File: src/rtl/conv_tree_pkg.sv
// Shared parameters and types for the DDR tree deserializer.
// Latency: n/a (declarations only).
// Backpressure: n/a.
package conv_tree_pkg;

    localparam int WORD_W     = 16;
    localparam int PAIRS      = 8;
    localparam int FIFO_DEPTH = 2;

    localparam int CNT_W = $clog2(PAIRS);
    localparam int PTR_W = $clog2(FIFO_DEPTH);
    localparam int OCC_W = $clog2(FIFO_DEPTH + 1);

    typedef logic [WORD_W-1:0] word_t;
    typedef logic [CNT_W-1:0]  cnt_t;
    typedef logic [PTR_W-1:0]  ptr_t;
    typedef logic [OCC_W-1:0]  occ_t;

    // One rising-edge-aligned bit pair: fall holds bit 2k+1, rise holds bit 2k.
    typedef struct packed {
        logic fall;
        logic rise;
    } pair_t;

    typedef enum logic {
        ST_IDLE  = 1'b0,
        ST_SHIFT = 1'b1
    } state_e;

    localparam cnt_t LAST_PAIR = cnt_t'(PAIRS - 1);
    localparam occ_t FIFO_FULL = occ_t'(FIFO_DEPTH);

endpackage

File: src/rtl/conv_tree_deserializer_16_if.sv
// Parallel word output handshake of the deserializer.
// Latency: n/a (wiring only).
// Backpressure: consumer holds PAR_READY low to stall; word stays on PAR_OUT.
interface conv_tree_deserializer_16_if;
    import conv_tree_pkg::*;

    word_t PAR_OUT;
    logic  PAR_VALID;
    logic  PAR_READY;

    modport master (
        output PAR_OUT,
        output PAR_VALID,
        input  PAR_READY
    );

    modport slave (
        input  PAR_OUT,
        input  PAR_VALID,
        output PAR_READY
    );

endinterface

File: src/rtl/conv_tree_deserializer_16_capture.sv
// DDR input capture: samples SERIAL_IN on both edges, presents {fall, rise} pair.
// Latency: pair captured at rising edge Ek and the following falling edge is valid at E(k+1).
// Backpressure: none; free-running capture.
module ddr_input_capture
    import conv_tree_pkg::*;
(
    input  logic  CLK,
    input  logic  RESET,
    input  logic  SERIAL_IN,
    output pair_t pair_o
);

    logic rise_q;
    logic fall_q;

    // Even bit of the pair: sampled on the rising edge.
    always_ff @(posedge CLK or negedge RESET) begin
        if (!RESET) begin
            rise_q <= 1'b0;
        end else begin
            rise_q <= SERIAL_IN;
        end
    end

    // Odd bit of the pair: the only falling-edge flop in the block.
    always_ff @(negedge CLK or negedge RESET) begin
        if (!RESET) begin
            fall_q <= 1'b0;
        end else begin
            fall_q <= SERIAL_IN;
        end
    end

    // Both flops are stable at the next rising edge, so the pair is rising-edge aligned.
    always_comb begin
        pair_o      = '0;
        pair_o.fall = fall_q;
        pair_o.rise = rise_q;
    end

endmodule

File: src/rtl/conv_tree_deserializer_16.sv
// Reassembles 16-bit words from a DDR serial stream framed by SYNC_IN into a 2-entry FIFO.
// Latency: PAR_VALID rises after the 8th rising edge following the SYNC edge.
// Backpressure: PAR_READY low holds the FIFO head; a word completing into a full FIFO is dropped (OVERFLOW).
module conv_tree_deserializer_16
    import conv_tree_pkg::*;
(
    input  logic                          CLK,
    input  logic                          RESET,
    input  logic                          SERIAL_IN,
    input  logic                          SYNC_IN,
    input  logic                          CLR_ERR,
    conv_tree_deserializer_16_if.master   par,
    output logic                          ALIGN_ERR,
    output logic                          OVERFLOW
);

    pair_t  pair;
    state_e state_q;
    cnt_t   cnt_q;
    word_t  shreg_q;

    word_t  mem_q [FIFO_DEPTH];
    ptr_t   rd_ptr_q;
    ptr_t   wr_ptr_q;
    occ_t   occ_q;

    logic   align_err_q, align_err_d;
    logic   overflow_q,  overflow_d;

    logic   word_done;
    logic   mid_sync;
    word_t  done_word;
    logic   fifo_full;
    logic   pop;
    logic   push;
    logic   drop;

    ddr_input_capture u_capture (
        .CLK       (CLK),
        .RESET     (RESET),
        .SERIAL_IN (SERIAL_IN),
        .pair_o    (pair)
    );

    // Frame events and FIFO push/pop decisions for the current rising edge.
    always_comb begin
        word_done = (state_q == ST_SHIFT) && (cnt_q == LAST_PAIR);
        mid_sync  = (state_q == ST_SHIFT) && (cnt_q != LAST_PAIR) && SYNC_IN;
        // Last pair enters at the top; pair 0 has been shifted down to bits [1:0].
        done_word = {pair, shreg_q[WORD_W-1:2]};
        fifo_full = (occ_q == FIFO_FULL);
        pop       = par.PAR_VALID && par.PAR_READY;
        push      = word_done && (!fifo_full || pop);
        drop      = word_done && fifo_full && !pop;
    end

    // Framing FSM: IDLE waits for SYNC, SHIFT counts pairs and restarts on early or back-to-back SYNC.
    always_ff @(posedge CLK or negedge RESET) begin
        if (!RESET) begin
            state_q <= ST_IDLE;
            cnt_q   <= '0;
            shreg_q <= '0;
        end else begin
            case (state_q)
                ST_IDLE: begin
                    cnt_q <= '0;
                    if (SYNC_IN) begin
                        state_q <= ST_SHIFT;
                    end
                end
                ST_SHIFT: begin
                    shreg_q <= {pair, shreg_q[WORD_W-1:2]};
                    if (cnt_q == LAST_PAIR) begin
                        cnt_q   <= '0;
                        state_q <= SYNC_IN ? ST_SHIFT : ST_IDLE;
                    end else if (SYNC_IN) begin
                        // Early SYNC: partial word is abandoned; its stale bits shift out over the new frame.
                        cnt_q <= '0;
                    end else begin
                        cnt_q <= cnt_q + 1'b1;
                    end
                end
                default: begin
                    state_q <= ST_IDLE;
                    cnt_q   <= '0;
                end
            endcase
        end
    end

    // Output FIFO storage and pointers; a full FIFO accepts a push only when the head pops on the same edge.
    always_ff @(posedge CLK or negedge RESET) begin
        if (!RESET) begin
            for (int i = 0; i < FIFO_DEPTH; i++) begin
                mem_q[i] <= '0;
            end
            rd_ptr_q <= '0;
            wr_ptr_q <= '0;
            occ_q    <= '0;
        end else begin
            if (push) begin
                mem_q[wr_ptr_q] <= done_word;
                wr_ptr_q        <= wr_ptr_q + 1'b1;
            end
            if (pop) begin
                rd_ptr_q <= rd_ptr_q + 1'b1;
            end
            case ({push, pop})
                2'b10:   occ_q <= occ_q + 1'b1;
                2'b01:   occ_q <= occ_q - 1'b1;
                default: occ_q <= occ_q;
            endcase
        end
    end

    // Sticky error flags: a set on the same edge wins over CLR_ERR.
    always_comb begin
        align_err_d = mid_sync | (align_err_q & ~CLR_ERR);
        overflow_d  = drop     | (overflow_q  & ~CLR_ERR);
    end

    // Error flag registers.
    always_ff @(posedge CLK or negedge RESET) begin
        if (!RESET) begin
            align_err_q <= 1'b0;
            overflow_q  <= 1'b0;
        end else begin
            align_err_q <= align_err_d;
            overflow_q  <= overflow_d;
        end
    end

    assign par.PAR_OUT   = mem_q[rd_ptr_q];
    assign par.PAR_VALID = (occ_q != '0);
    assign ALIGN_ERR     = align_err_q;
    assign OVERFLOW      = overflow_q;

endmodule

File: src/flat_wrapper.sv
// flat-port wrapper written by rule: the top's interface ports become plain ports
module conv_tree_deserializer_16_flat import conv_tree_pkg::*;
  (CLK, RESET, SERIAL_IN, SYNC_IN, CLR_ERR, ALIGN_ERR, OVERFLOW, par_PAR_OUT, par_PAR_VALID, par_PAR_READY);
  conv_tree_deserializer_16_if par_i ();
  input  logic CLK;
  input  logic RESET;
  input  logic SERIAL_IN;
  input  logic SYNC_IN;
  input  logic CLR_ERR;
  output logic ALIGN_ERR;
  output logic OVERFLOW;
  output wire logic [$bits(par_i.PAR_OUT)-1:0] par_PAR_OUT;
  output wire logic [$bits(par_i.PAR_VALID)-1:0] par_PAR_VALID;
  input wire logic [$bits(par_i.PAR_READY)-1:0] par_PAR_READY;
  assign par_PAR_OUT = par_i.PAR_OUT;
  assign par_PAR_VALID = par_i.PAR_VALID;
  assign par_i.PAR_READY = par_PAR_READY;
  conv_tree_deserializer_16 u_core (.CLK(CLK), .RESET(RESET), .SERIAL_IN(SERIAL_IN), .SYNC_IN(SYNC_IN), .CLR_ERR(CLR_ERR), .par(par_i), .ALIGN_ERR(ALIGN_ERR), .OVERFLOW(OVERFLOW));
endmodule
File: config.mk
export PLATFORM = sky130hd
export DESIGN_NAME = conv_tree_deserializer_16_flat
export DESIGN_NICKNAME = d
export VERILOG_FILES = /design/src/rtl/conv_tree_pkg.sv /design/src/rtl/conv_tree_deserializer_16_if.sv /design/src/rtl/conv_tree_deserializer_16_capture.sv /design/src/rtl/conv_tree_deserializer_16.sv /design/src/flat_wrapper.sv
export SDC_FILE = /design/constraint.sdc
export NUM_CORES = 1
export LEC_CHECK = 0
export ABC_AREA = 1
export BUFFER_PORTS_ARGS = -buffer_cell sky130_fd_sc_hd__buf_2
export CAP_MARGIN = 25
export CORE_AREA = 2 2 69 71
export CTS_CLUSTER_SIZE = 12
export DETAILED_ROUTE_END_ITERATION = 8
export DIE_AREA = 0 0 71 73
export GPL_ROUTABILITY_DRIVEN = 0
export PLACE_DENSITY_LB_ADDON = 0.12
export SYNTH_ARGS = -nofsm -noshare
export SYNTH_HDL_FRONTEND = slang
export SYNTH_SLANG_ARGS = --single-unit
export TNS_END_PERCENT = 1
File: constraint.sdc
create_clock -name CLK -period 2.4 [get_ports CLK]
set_input_delay 0.48 -clock CLK [delete_from_list [all_inputs] [get_ports CLK]]
set_output_delay 0.48 -clock CLK [all_outputs]
set_load 0.05 [all_outputs]
# After elaboration in Yosys (flattened, before gate mapping)
# Index checks and enable logic that the tools add are counted.
[op_classes]
addsub = 5
n_lt_le_gt_ge = 3
n_eq_ne = 5
n_mux = 13
n_bitwise = 8
n_reduce_logical = 13
[ops]
columns = ["op", "count"]
rows = [
  ["2-to-1 mux 16 bit", 4],
  ["bitwise mux 32 bit", 1],
  ["demux 16 bit (select 1 bit)", 1],
  ["logical AND 1 bit", 8],
  ["2-to-1 mux 3 bit", 2],
  ["case mux 3 bit (2 select lines)", 1],
  ["== test 2 bit (second input constant)", 2],
  [">= comparator 2 bit (second input constant)", 2],
  ["NOT 1 -> 2 bit", 2],
  ["case mux 2 bit (2 select lines)", 1],
  ["nonzero test 2 bit", 2],
  ["adder 3 x 1 -> 3 bit (second input constant)", 1],
  ["== test 3 bit (second input constant)", 1],
  ["!= test 3 bit (second input constant)", 1],
  ["adder 1 bit (second input constant)", 2],
  ["adder 2 x 1 -> 2 bit (second input constant)", 1],
  ["bitwise AND 1 bit", 2],
  ["== test 2 x 1 -> 1 bit (second input constant)", 1],
  ["logical NOT 1 bit", 2],
  ["< comparator 2 x 1 -> 1 bit (second input constant)", 1],
  ["2-to-1 mux 1 bit", 2],
  ["NOT 1 bit", 2],
  ["OR 1 bit", 2],
  ["case mux 1 bit (2 select lines)", 1],
  ["2 further kinds", 2],
]
[word_totals]
ff_bits = 60
out_inout_bits = 19
elab_cells = 59

# Depth between registers and ports, before layout
[logic_depth]
word_depth = 6
mapped_depth = 10
mapped_depth_nobuf = 10

# Cells and area by module
# From an unflattened synthesis, not the netlist that was laid out.
[hier_totals]
cells_unflattened = 303
area_unflattened_um2 = 2575.0
[modules_own_cells]
columns = ["mod", "n_inst", "cells_per_inst", "area_each_um2", "seq_area_each_um2"]
rows = [
  ["conv_tree_deserializer_16", 1, 299, 2509.9, 1401.3],
  ["ddr_input_capture", 1, 4, 65.1, 50.0],
]

==> results.json <==
{
  "status": "finished, final reports clean",
  "max_slew_margin_pct": 53.4,
  "finalSetupViolCount": 0,
  "grt_pass1_vias": 1769,
  "fp-row-count": 25,
  "path_class": "reg -> out",
  "hold_path_class": "in -> reg",
  "clock-sinks": 58,
  "synth.top_cell.area_share_pct": 54.9,
  "clk_pin_slew_ns": 0.06,
  "drcViolationCount": 0,
  "worstPathRequired_ns": 1.92,
  "clock_skew_ns": 0.00795,
  "worst_slack_ns": 0.247,
  "end_kind": "primary output",
  "switchingPower_w": 0.000934,
  "slowest_stage": "dfrtp_1",
  "timing.fmax_mhz": 464,
  "drv_slew": 0,
  "drt-initial-drc-count": 149,
  "worstSetupStartpoint": "u_core.rd_ptr_q$_DFFE_PN0P_",
  "seq_power_share_pct": 44.7,
  "cp_max_fo": 17,
  "die_x_um": 71,
  "synthDistinctLibCells": 20,
  "die_h_um": 73,
  "critPathBufInv": 2,
  "syn_to_final_growth_pct": 11.6,
  "routedWlPerCell_um": 13.2,
  "cts_buffer_depth": 2,
  "worstReg2RegEnd": "u_core.occ_q[1]$_DFFE_PN0P_",
  "swShare_pct": 35.1,
  "cts_setup_buffers": 0,
  "r2r_cells": 9,
  "r2r_slack_ns": 0.50,
  "netlist_area_mm2": 0.00260,
  "intPower_w": 0.00172,
  "utilization_pct": 63.9,
  "syn_nets": 302,
  "leakage_nw": 1.62,
  "crit_top_cell": "nand2_1",
  "r2r-start": "u_core.cnt_q[0]$_DFF_PN0_",
  "worstPathArrival_ns": 1.67,
  "ys_seq_elements": 58,
  "clkPwrFrac_pct": 31.3,
  "dieArea_mm2": 0.00518,
  "period_needed_ns": 2.15,
  "gr-total-overflow": 0,
  "power_density_mw_per_mm2": 918,
  "final_net_count": 325,
  "cts_made_buffers": 9,
  "cpLargestDelayFamily": "buffers and inverters",
  "htreeDepth": 3,
  "p_comb_share_pct": 23.9,
  "ant_nets": 0,
  "avgSynthCellArea_um2": 8.86,
  "slowest_delay_ns": 0.53,
  "drive_above_1_share_pct": 18.7,
  "setup_tns_ns": 0,
  "cts_resized": 0,
  "irDropWorstVdd_uv": 495,
  "vias": 1946,
  "min_period_over_period_pct": 89.7,
  "drv_cap": 0,
  "min-delay-start": "SERIAL_IN",
  "wl_mm": 4.96,
  "grt_usage_pct": 21.5,
  "crit_path_end": "par_PAR_OUT[15]",
  "dp_hpwl_mm": 3.16,
  "grt_pass1_wl_mm": 8.33,
  "io_pins": 25,
  "clock-root-buffer": "clkbuf_8",
  "synth_cells": 293,
  "startpoint_type": "register",
  "cp.depth": 4,
  "initial_core_util_pct": 57.2,
  "antenna_cells": 0,
  "timing_hold_violations_final": 0,
  "worst_pin_slew_ns": 0.700,
  "grt_max_degree": 58,
  "place_ws_ns": 0.461,
  "cts_hold_buf": 0,
  "rsz0062_at_grt": "false",
  "port_buffers": 24,
  "yosysWarnings": 0,
  "synth_area_leaders": "dfrtp_1, nand2_1, nand4_1",
  "antenna_found_initial": 0,
  "power_w": 0.00266,
  "yosysTopAreaCell": "dfrtp_1",
  "yosysSeqAreaShare_pct": 55.9,
  "cp_cell_sequence": "inv_2 -> nand2_1 -> nand2_1 -> buf_2",
  "insertion_delay_ns": 0.33,
  "avgViaCountPerCell": 5.19,
  "drt_first_pass_iters": 4,
  "fp.coreArea_mm2": 0.00454,
  "cts_tree": "yes"
}
-- kinds of logic after synthesis --
kind of cell	share of synthesized area (%)
mux	0.867
compound gates	2.80
fa+ha+maj	1.45
simple gates	31.4
flops	55.9
buf+inv	6.89
xor+xnor	0.675
-- worst min-delay path by stage --
stage	cells past startpoint	slack, ns	endpoint
floorplan	0	0.18	u_core.ALIGN_ERR$_DFF_PN0_
global placement	1	0.42	u_core.cnt_q[0]$_DFF_PN0_
detailed placement	1	0.44	u_core.cnt_q[0]$_DFF_PN0_
CTS	1	0.26	u_core.u_capture.rise_q$_DFF_PN0_
global route	1	0.26	u_core.u_capture.rise_q$_DFF_PN0_
finish	1	0.26	u_core.u_capture.rise_q$_DFF_PN0_
-- state kept, by name (all words and copies together), names as in the netlist, 2 cells and up --
| name | count |
|---|---|
| u_core.shreg_q | 14 |
| u_core.mem_q | 32 |
| u_core.occ_q | 2 |
| u_core.cnt_q | 3 |
-- layout make-up --
type	count	area, um2
repair buffers	29	158
multi-input cells	198	966
well taps	54	67.6
clock buffers	13	139
flip-flops and latches	58	1450
fillers	417	1640
clock inverters	3	40.0
inverters	20	75.1
-- layer usage --
layer,global-route usage (%),wire [um]
met5,0,0
met4,11.9,118
met3,4.56,155
met2,31.6,2150
met1,30.0,2540
-- power groups by stage --
stage | clock network, W | logic (W) | registers (W)
3_3_place_gp | 0 | 0.000635 | 0.00120
3_5_place_dp | 0 | 0.000642 | 0.00121
5_1_grt | 0.000894 | 0.000699 | 0.00120
6_report | 0.000833 | 0.000637 | 0.00119
2_1_floorplan | 0 | 0.000535 | 0.00116
4_1_cts | 0.000847 | 0.000643 | 0.00119
-- stage by stage --
stage | cell area, um2 | hold WS [ns] | cells
final | 2900 | 0.264 | 375
after global routing | 2900 | 0.259 | 375
after CTS | 2900 | 0.258 | 375
after detailed placement | 2720 | 0.438 | 359
after global placement | 2720 | 0.421 | 359
after floorplan | 2600 | 0.184 | 293
-- placed cells by master (no fill, tap or decap), drive strengths merged --
cell type | netlist | layout
or2 | 1 | 1
o22ai | 2 | 2
nand3 | 5 | 5
xor2 | 1 | 1
bufinv | 0 | 1
mux2 | 2 | 2
dfrtp | 57 | 57
nand4 | 33 | 33
nand2 | 129 | 129
o21ai | 6 | 6
clkinv | 0 | 2
dfrtn | 1 | 1
clkbuf | 0 | 13
nor2 | 9 | 9
buf | 17 | 29
xnor2 | 1 | 1
ha | 3 | 3
a21oi | 6 | 6
inv | 20 | 20
-- synthesized netlist by cell type --
| cell type | n |
|---|---|
| a21oi_1 | 6 |
| buf_2 | 14 |
| buf_6 | 3 |
| dfrtn_1 | 1 |
| dfrtp_1 | 57 |
| ha_1 | 3 |
| inv_1 | 16 |
| inv_2 | 4 |
| mux2_2 | 2 |
| nand2_1 | 120 |
| nand2_2 | 9 |
| nand3_1 | 2 |
| nand3_4 | 3 |
| nand4_1 | 33 |
| nor2_1 | 9 |
| o21ai_0 | 6 |
| o22ai_1 | 2 |
| or2_2 | 1 |
| xnor2_1 | 1 |
| xor2_1 | 1 |
-- worst reg2reg max path: cells and delay by family, from the launching register on --
family,cells,cell delay (ns)
fa+ha+maj,3,0.53
buf+inv,1,0.29
simple gates,5,0.61
flops,1,0.35
Power figures use the tool's default switching activity.
